**src/rtl/pc_gen_stage_pkg.sv**
```systemverilog
// Shared common header for the fetch front end.
// Holds the reset vector, both exception vectors, the PC generator FSM state
// encoding and the exception codes.
package pc_gen_stage_pkg;

  // Boot ROM entry.
  localparam logic [31:0] ResetVector   = 32'hBFC00000;
  // General exception vector with BEV=1 (boot) and BEV=0 (normal).
  localparam logic [31:0] ExcVectorBev  = 32'hBFC00380;
  localparam logic [31:0] ExcVectorNorm = 32'h80000180;

  // PC generator states: sequential fetch, or branch waiting for its delay slot.
  typedef enum logic [0:0] {
    StSeq    = 1'b0,
    StDsWait = 1'b1
  } pc_state_e;

  // Cause register exception codes.
  localparam logic [4:0] ExcCodeInt  = 5'd0;
  localparam logic [4:0] ExcCodeAdel = 5'd4;
  localparam logic [4:0] ExcCodeAdes = 5'd5;
  localparam logic [4:0] ExcCodeSys  = 5'd8;
  localparam logic [4:0] ExcCodeBp   = 5'd9;
  localparam logic [4:0] ExcCodeRi   = 5'd10;
  localparam logic [4:0] ExcCodeOv   = 5'd12;

endpackage

```
**src/rtl/pc_gen_stage.sv**
```systemverilog
// Fetch PC generator: sequential PC, branch redirect with delay-slot tracking,
// exception and ERET flushes.
// Build option: define PC_GEN_BEV_EN to use the BEV exception vector
// (0xBFC00380); otherwise the normal vector (0x80000180) is used.
module pc_gen_stage
  import pc_gen_stage_pkg::*;
(
  input  logic        clk,
  input  logic        resetn,
  output logic        valid_o,
  output logic [31:0] pc_o,
  input  logic        ready_i,
  input  logic        br_taken_i,
  input  logic [31:0] br_pc_i,
  input  logic [31:0] br_target_i,
  input  logic        exc_i,
  input  logic        eret_i,
  input  logic [31:0] epc_i,
  output logic        redirect_o
);

`ifdef PC_GEN_BEV_EN
  localparam logic [31:0] ExcVector = ExcVectorBev;
`else
  localparam logic [31:0] ExcVector = ExcVectorNorm;
`endif

  pc_state_e   state_q, state_d;
  logic [31:0] pc_q, pc_d;
  logic [31:0] tgt_q, tgt_d;
  logic        valid_q;

  logic fire;
  logic ds_hit;
  logic br_accept;

  assign fire      = valid_q & ready_i;
  // The delay slot is the word right after the branch; if it is the one being
  // offered now, the branch target must wait until that slot is accepted.
  assign ds_hit    = (pc_q == (br_pc_i + 32'd4));
  // Decode never resolves a branch sitting in a delay slot, so ignore it here.
  assign br_accept = br_taken_i & (state_q == StSeq);

  assign redirect_o = exc_i | eret_i | br_accept;
  assign valid_o    = valid_q;
  assign pc_o       = pc_q;

  // Next-PC selection in priority order: exception, ERET, branch, pending, sequential.
  always_comb begin
    state_d = state_q;
    pc_d    = pc_q;
    tgt_d   = tgt_q;
    if (exc_i) begin
      pc_d    = ExcVector;
      state_d = StSeq;
      tgt_d   = '0;
    end else if (eret_i) begin
      pc_d    = epc_i;
      state_d = StSeq;
      tgt_d   = '0;
    end else if (br_accept) begin
      if (ds_hit && !fire) begin
        tgt_d   = br_target_i;
        state_d = StDsWait;
      end else begin
        pc_d = br_target_i;
      end
    end else if (state_q == StDsWait) begin
      if (fire) begin
        pc_d    = tgt_q;
        state_d = StSeq;
        tgt_d   = '0;
      end
    end else if (fire) begin
      pc_d = pc_q + 32'd4;
    end
  end

  // State, PC and pending-target registers with synchronous active-low reset.
  always_ff @(posedge clk) begin
    if (!resetn) begin
      state_q <= StSeq;
      pc_q    <= ResetVector;
      tgt_q   <= '0;
      valid_q <= 1'b0;
    end else begin
      state_q <= state_d;
      pc_q    <= pc_d;
      tgt_q   <= tgt_d;
      valid_q <= 1'b1;
    end
  end

endmodule
```
**config.mk**
```make
export PLATFORM = sky130hd
export DESIGN_NAME = pc_gen_stage
export DESIGN_NICKNAME = d
export VERILOG_FILES = /design/src/rtl/pc_gen_stage_pkg.sv /design/src/rtl/pc_gen_stage.sv
export SDC_FILE = /design/constraint.sdc
export NUM_CORES = 1
export LEC_CHECK = 0
export ABC_CLOCK_PERIOD_IN_PS = 5200
export CAP_MARGIN = 20
export CORE_MARGIN = 2
export CORE_UTILIZATION = 39
export CTS_CLUSTER_SIZE = 16
export DETAILED_ROUTE_END_ITERATION = 10
export PLACE_DENSITY = 0.78
export SLEW_MARGIN = 10
export SYNTH_ARGS = -nofsm -noshare
export SYNTH_HDL_FRONTEND = slang
export SYNTH_SLANG_ARGS = --single-unit
export TNS_END_PERCENT = 1
```
**constraint.sdc**
```tcl
create_clock -name clk -period 5.2 [get_ports clk]
set_input_delay 1.56 -clock clk [delete_from_list [all_inputs] [get_ports clk]]
set_output_delay 1.56 -clock clk [all_outputs]
set_load 0.01 [all_outputs]
```
==> impl_metrics.env <==
export IMPL_fin_crit_ns=4.657
export IMPL_synth_top_cell_area_share=0.2503
export IMPL_cts_made_buffers=9
export IMPL_min_period_over_period=0.8956
export IMPL_holdPathEnd="tgt_q[8]$_SDFFE_PP0P_"
export IMPL_synth_top_area_cell="dfxtp_1"
export IMPL_synthCells=719
export IMPL_routed_wl_mm=18.68
export IMPL_stdcell_count=1017
export IMPL_cts_root_buf="clkbuf_16"
export IMPL_netlist_top_cells_count="nand2_1 (97), dfxtp_1 (66), a21oi_1 (62), nand3_1 (52), o21ai_0 (40)"
export IMPL_vias=6038
export IMPL_finalSetupViolations=0
export IMPL_ys_flop_type="dfxtp_1"
export IMPL_crit_fanout=12
export IMPL_clk_pin_slew_worst_paths_ns=0.06
export IMPL_core_area_sq_um=13240
export IMPL_cellPowerDensity_nw_per_um2=224.1
export IMPL_p_leak_nw=2.547
export IMPL_cap_violations=0
export IMPL_layout_drive_gt1_share=0.07491
export IMPL_start_util=0.3986
export IMPL_dp_hpwl_mm=13.87
export IMPL_slew_violations=0
export IMPL_overflow=0
export IMPL_critPathArrivalTime_ns=4.88
export IMPL_ir_worst_vdd_v=0.0001710
export IMPL_relSlewSlack=0.4442
export IMPL_end_kind="flop"
export IMPL_cts_sinks=66
export IMPL_nets=940
export IMPL_cp_required_ns=5.42
export IMPL_clkLatencyLatePin_ns=0.33
export IMPL_dr_first_iter_drc_count=750
export IMPL_die_x_um=120.3
export IMPL_hold_start="tgt_q[8]$_SDFFE_PP0P_"
export IMPL_routedWlPerCell_um=18.37
export IMPL_grtUsageTotal=0.2551
export IMPL_fin_skew_ns=0.005463
export IMPL_portBuffers=135
export IMPL_synth_warnings=0
export IMPL_worst_slew_pin_slew_ns=0.8316
export IMPL_power_total_w=0.001595
export IMPL_hp_class="flop to flop"
export IMPL_die_area_sq_um=14480
export IMPL_rsz0062_at_grt="no"
export IMPL_worst_setup_path_type="input pin to flop"
export IMPL_async_reset_ff_frac=0
export IMPL_synth_area_leaders="dfxtp_1 (25%), nand2_1 (6.9%), a21oi_1 (5.9%)"
export IMPL_drc=0
export IMPL_synth_area_sq_um=5279
export IMPL_yosysMostFrequentCell="nand2_1"
export IMPL_clockBufferDepth=2
export IMPL_ant_nets=0
export IMPL_synth_cell_types=77
export IMPL_syn_to_final_growth_pct=34.87
export IMPL_io_pins=136
export IMPL_cts_hold_buf=0
export IMPL_hold_slack_ns=0.4501
export IMPL_grt_max_degree=53
export IMPL_insertedDiodeCount=0
export IMPL_holdPathStages=2
export IMPL_max_freq_mhz=214.7
export IMPL_routabilityCongestion=0.9661
export IMPL_fin_setup_tns_ns=0
export IMPL_die_y_um=120.3
export IMPL_rows=42
export IMPL_synth_seq_cells=66
export IMPL_worstReg2RegEnd="pc_o[3]$_SDFFE_PP0P_"
export IMPL_syn_num_nets=823
export IMPL_ys_seq_area_frac=0.2503
export IMPL_reg2reg_from="pc_o[28]$_SDFFE_PN1P_"
export IMPL_hold_violations=0
export IMPL_post_synth_cell_area_avg_sq_um=7.342
export IMPL_cts_tree="yes"
export IMPL_viasPerCell=5.937
export IMPL_synth_edf_count=0
export IMPL_postCtsSetupRepairBufs=0
export IMPL_grt_pass1_wl_mm=29.33
export IMPL_r2r_slack_ns=2.00
export IMPL_antenna_found_initial=0
export IMPL_drt_pass1_iter_count=6
export IMPL_cts_resized=0
export IMPL_start_kind="input pin"
export IMPL_htree_num_levels=3
export IMPL_rr_worst_depth=10
export IMPL_place_detailed_instances=1001
export IMPL_status="finished clean"
export IMPL_grt_pass1_vias=5649
[layout by cell type, fill, tap and decap left out, drive strengths merged, types with 5 or more instances in the layout]
cell type	synthesis	layout
a211oi	8	8
dfxtp	66	66
xor2	24	24
o22ai	5	5
nor4	7	7
o31ai	9	9
nor3	10	10
and3	15	15
a21oi	62	62
o21ai	42	42
mux2i	15	15
buf	12	25
and2	12	12
nand2	97	97
nand2b	6	6
or3	10	10
nand3	53	53
nand4	30	30
o211ai	6	6
xnor2	31	31
clkbuf	41	10
nor2	39	39
inv	18	18
clkdlybuf4s50	0	134
nand3b	23	23
and4	7	7
[flip-flops by register name, indices dropped and copies added (netlist names), named ones only]
name / cells
tgt_q: 32
valid_o: 1
state_q: 1
pc_o: 30
[kinds of logic after synthesis]
kind of cell	synth area share
AOI/OAI and AO/OA	0.2226
xor gates and xnor gates	0.09125
adders and majority gates	0.004740
buffers and inverters	0.06376
DFF	0.2503
muxes	0.03484
and+or+nand+nor	0.3325
[area by class of cell]
type                    count  area, sq um
clock buffers              10        229.0
clock inverters             6        105.1
fillers                  1266         6123
inverters                  18        67.56
multi-input cells         582         3637
flip-flops and latches     66         1321
well taps                 176        220.2
repair buffers            159         1539
[worst max-delay path, cell delays in order]
cell	delay, ns
clkdlybuf4s50_1	0.53
ha_1	0.23
and4_1	0.22
nand4_2	0.19
or3_1	0.38
a2bb2oi_1	0.16
nand4b_1	0.15
or4_4	0.57
o32a_4	0.44
or3_1	0.32
o311a_1	0.13
[power breakdown]
group	internal (W)	switching [W]
clock	0.000466	0.000225
combinational	0.000176	0.000171
sequential	0.000521	0.0000361
[worst max path at each step]
| stage | slack [ns] | depth (start not counted) | startpoint | end |
|---|---|---|---|---|
| 2_1_floorplan | 0.93 | 12 | br_pc_i[5] | pc_o[8]$_SDFFE_PN0P_ |
| 3_3_place_gp | 0.29 | 11 | br_pc_i[5] | pc_o[8]$_SDFFE_PN0P_ |
| 3_5_place_dp | 0.23 | 11 | br_pc_i[2] | pc_o[8]$_SDFFE_PN0P_ |
| 4_1_cts | 0.57 | 11 | br_pc_i[2] | pc_o[8]$_SDFFE_PN0P_ |
| 5_1_grt | 0.37 | 11 | br_pc_i[2] | pc_o[29]$_SDFFE_PN1P_ |
| 6_report | 0.54 | 11 | br_pc_i[2] | pc_o[8]$_SDFFE_PN0P_ |
[layer usage]
layer | wire [um] | global-route usage
met4 | 620 | 0.1076
met3 | 1685 | 0.04292
met1 | 8180 | 0.3597
met5 | 0 | 0
met2 | 8195 | 0.3839
[stage by stage]
step	setup WS (ns)	area, sq um	utilization
3_3_place_gp	0.2930	6785	0.5124
3_5_place_dp	0.2264	6785	0.5124
4_1_cts	0.5662	7119	0.5376
6_report	0.5431	7119	0.5376
2_1_floorplan	0.9271	5279	-
5_1_grt	0.3745	7119	0.5376
Power figures use the tool's default switching activity.
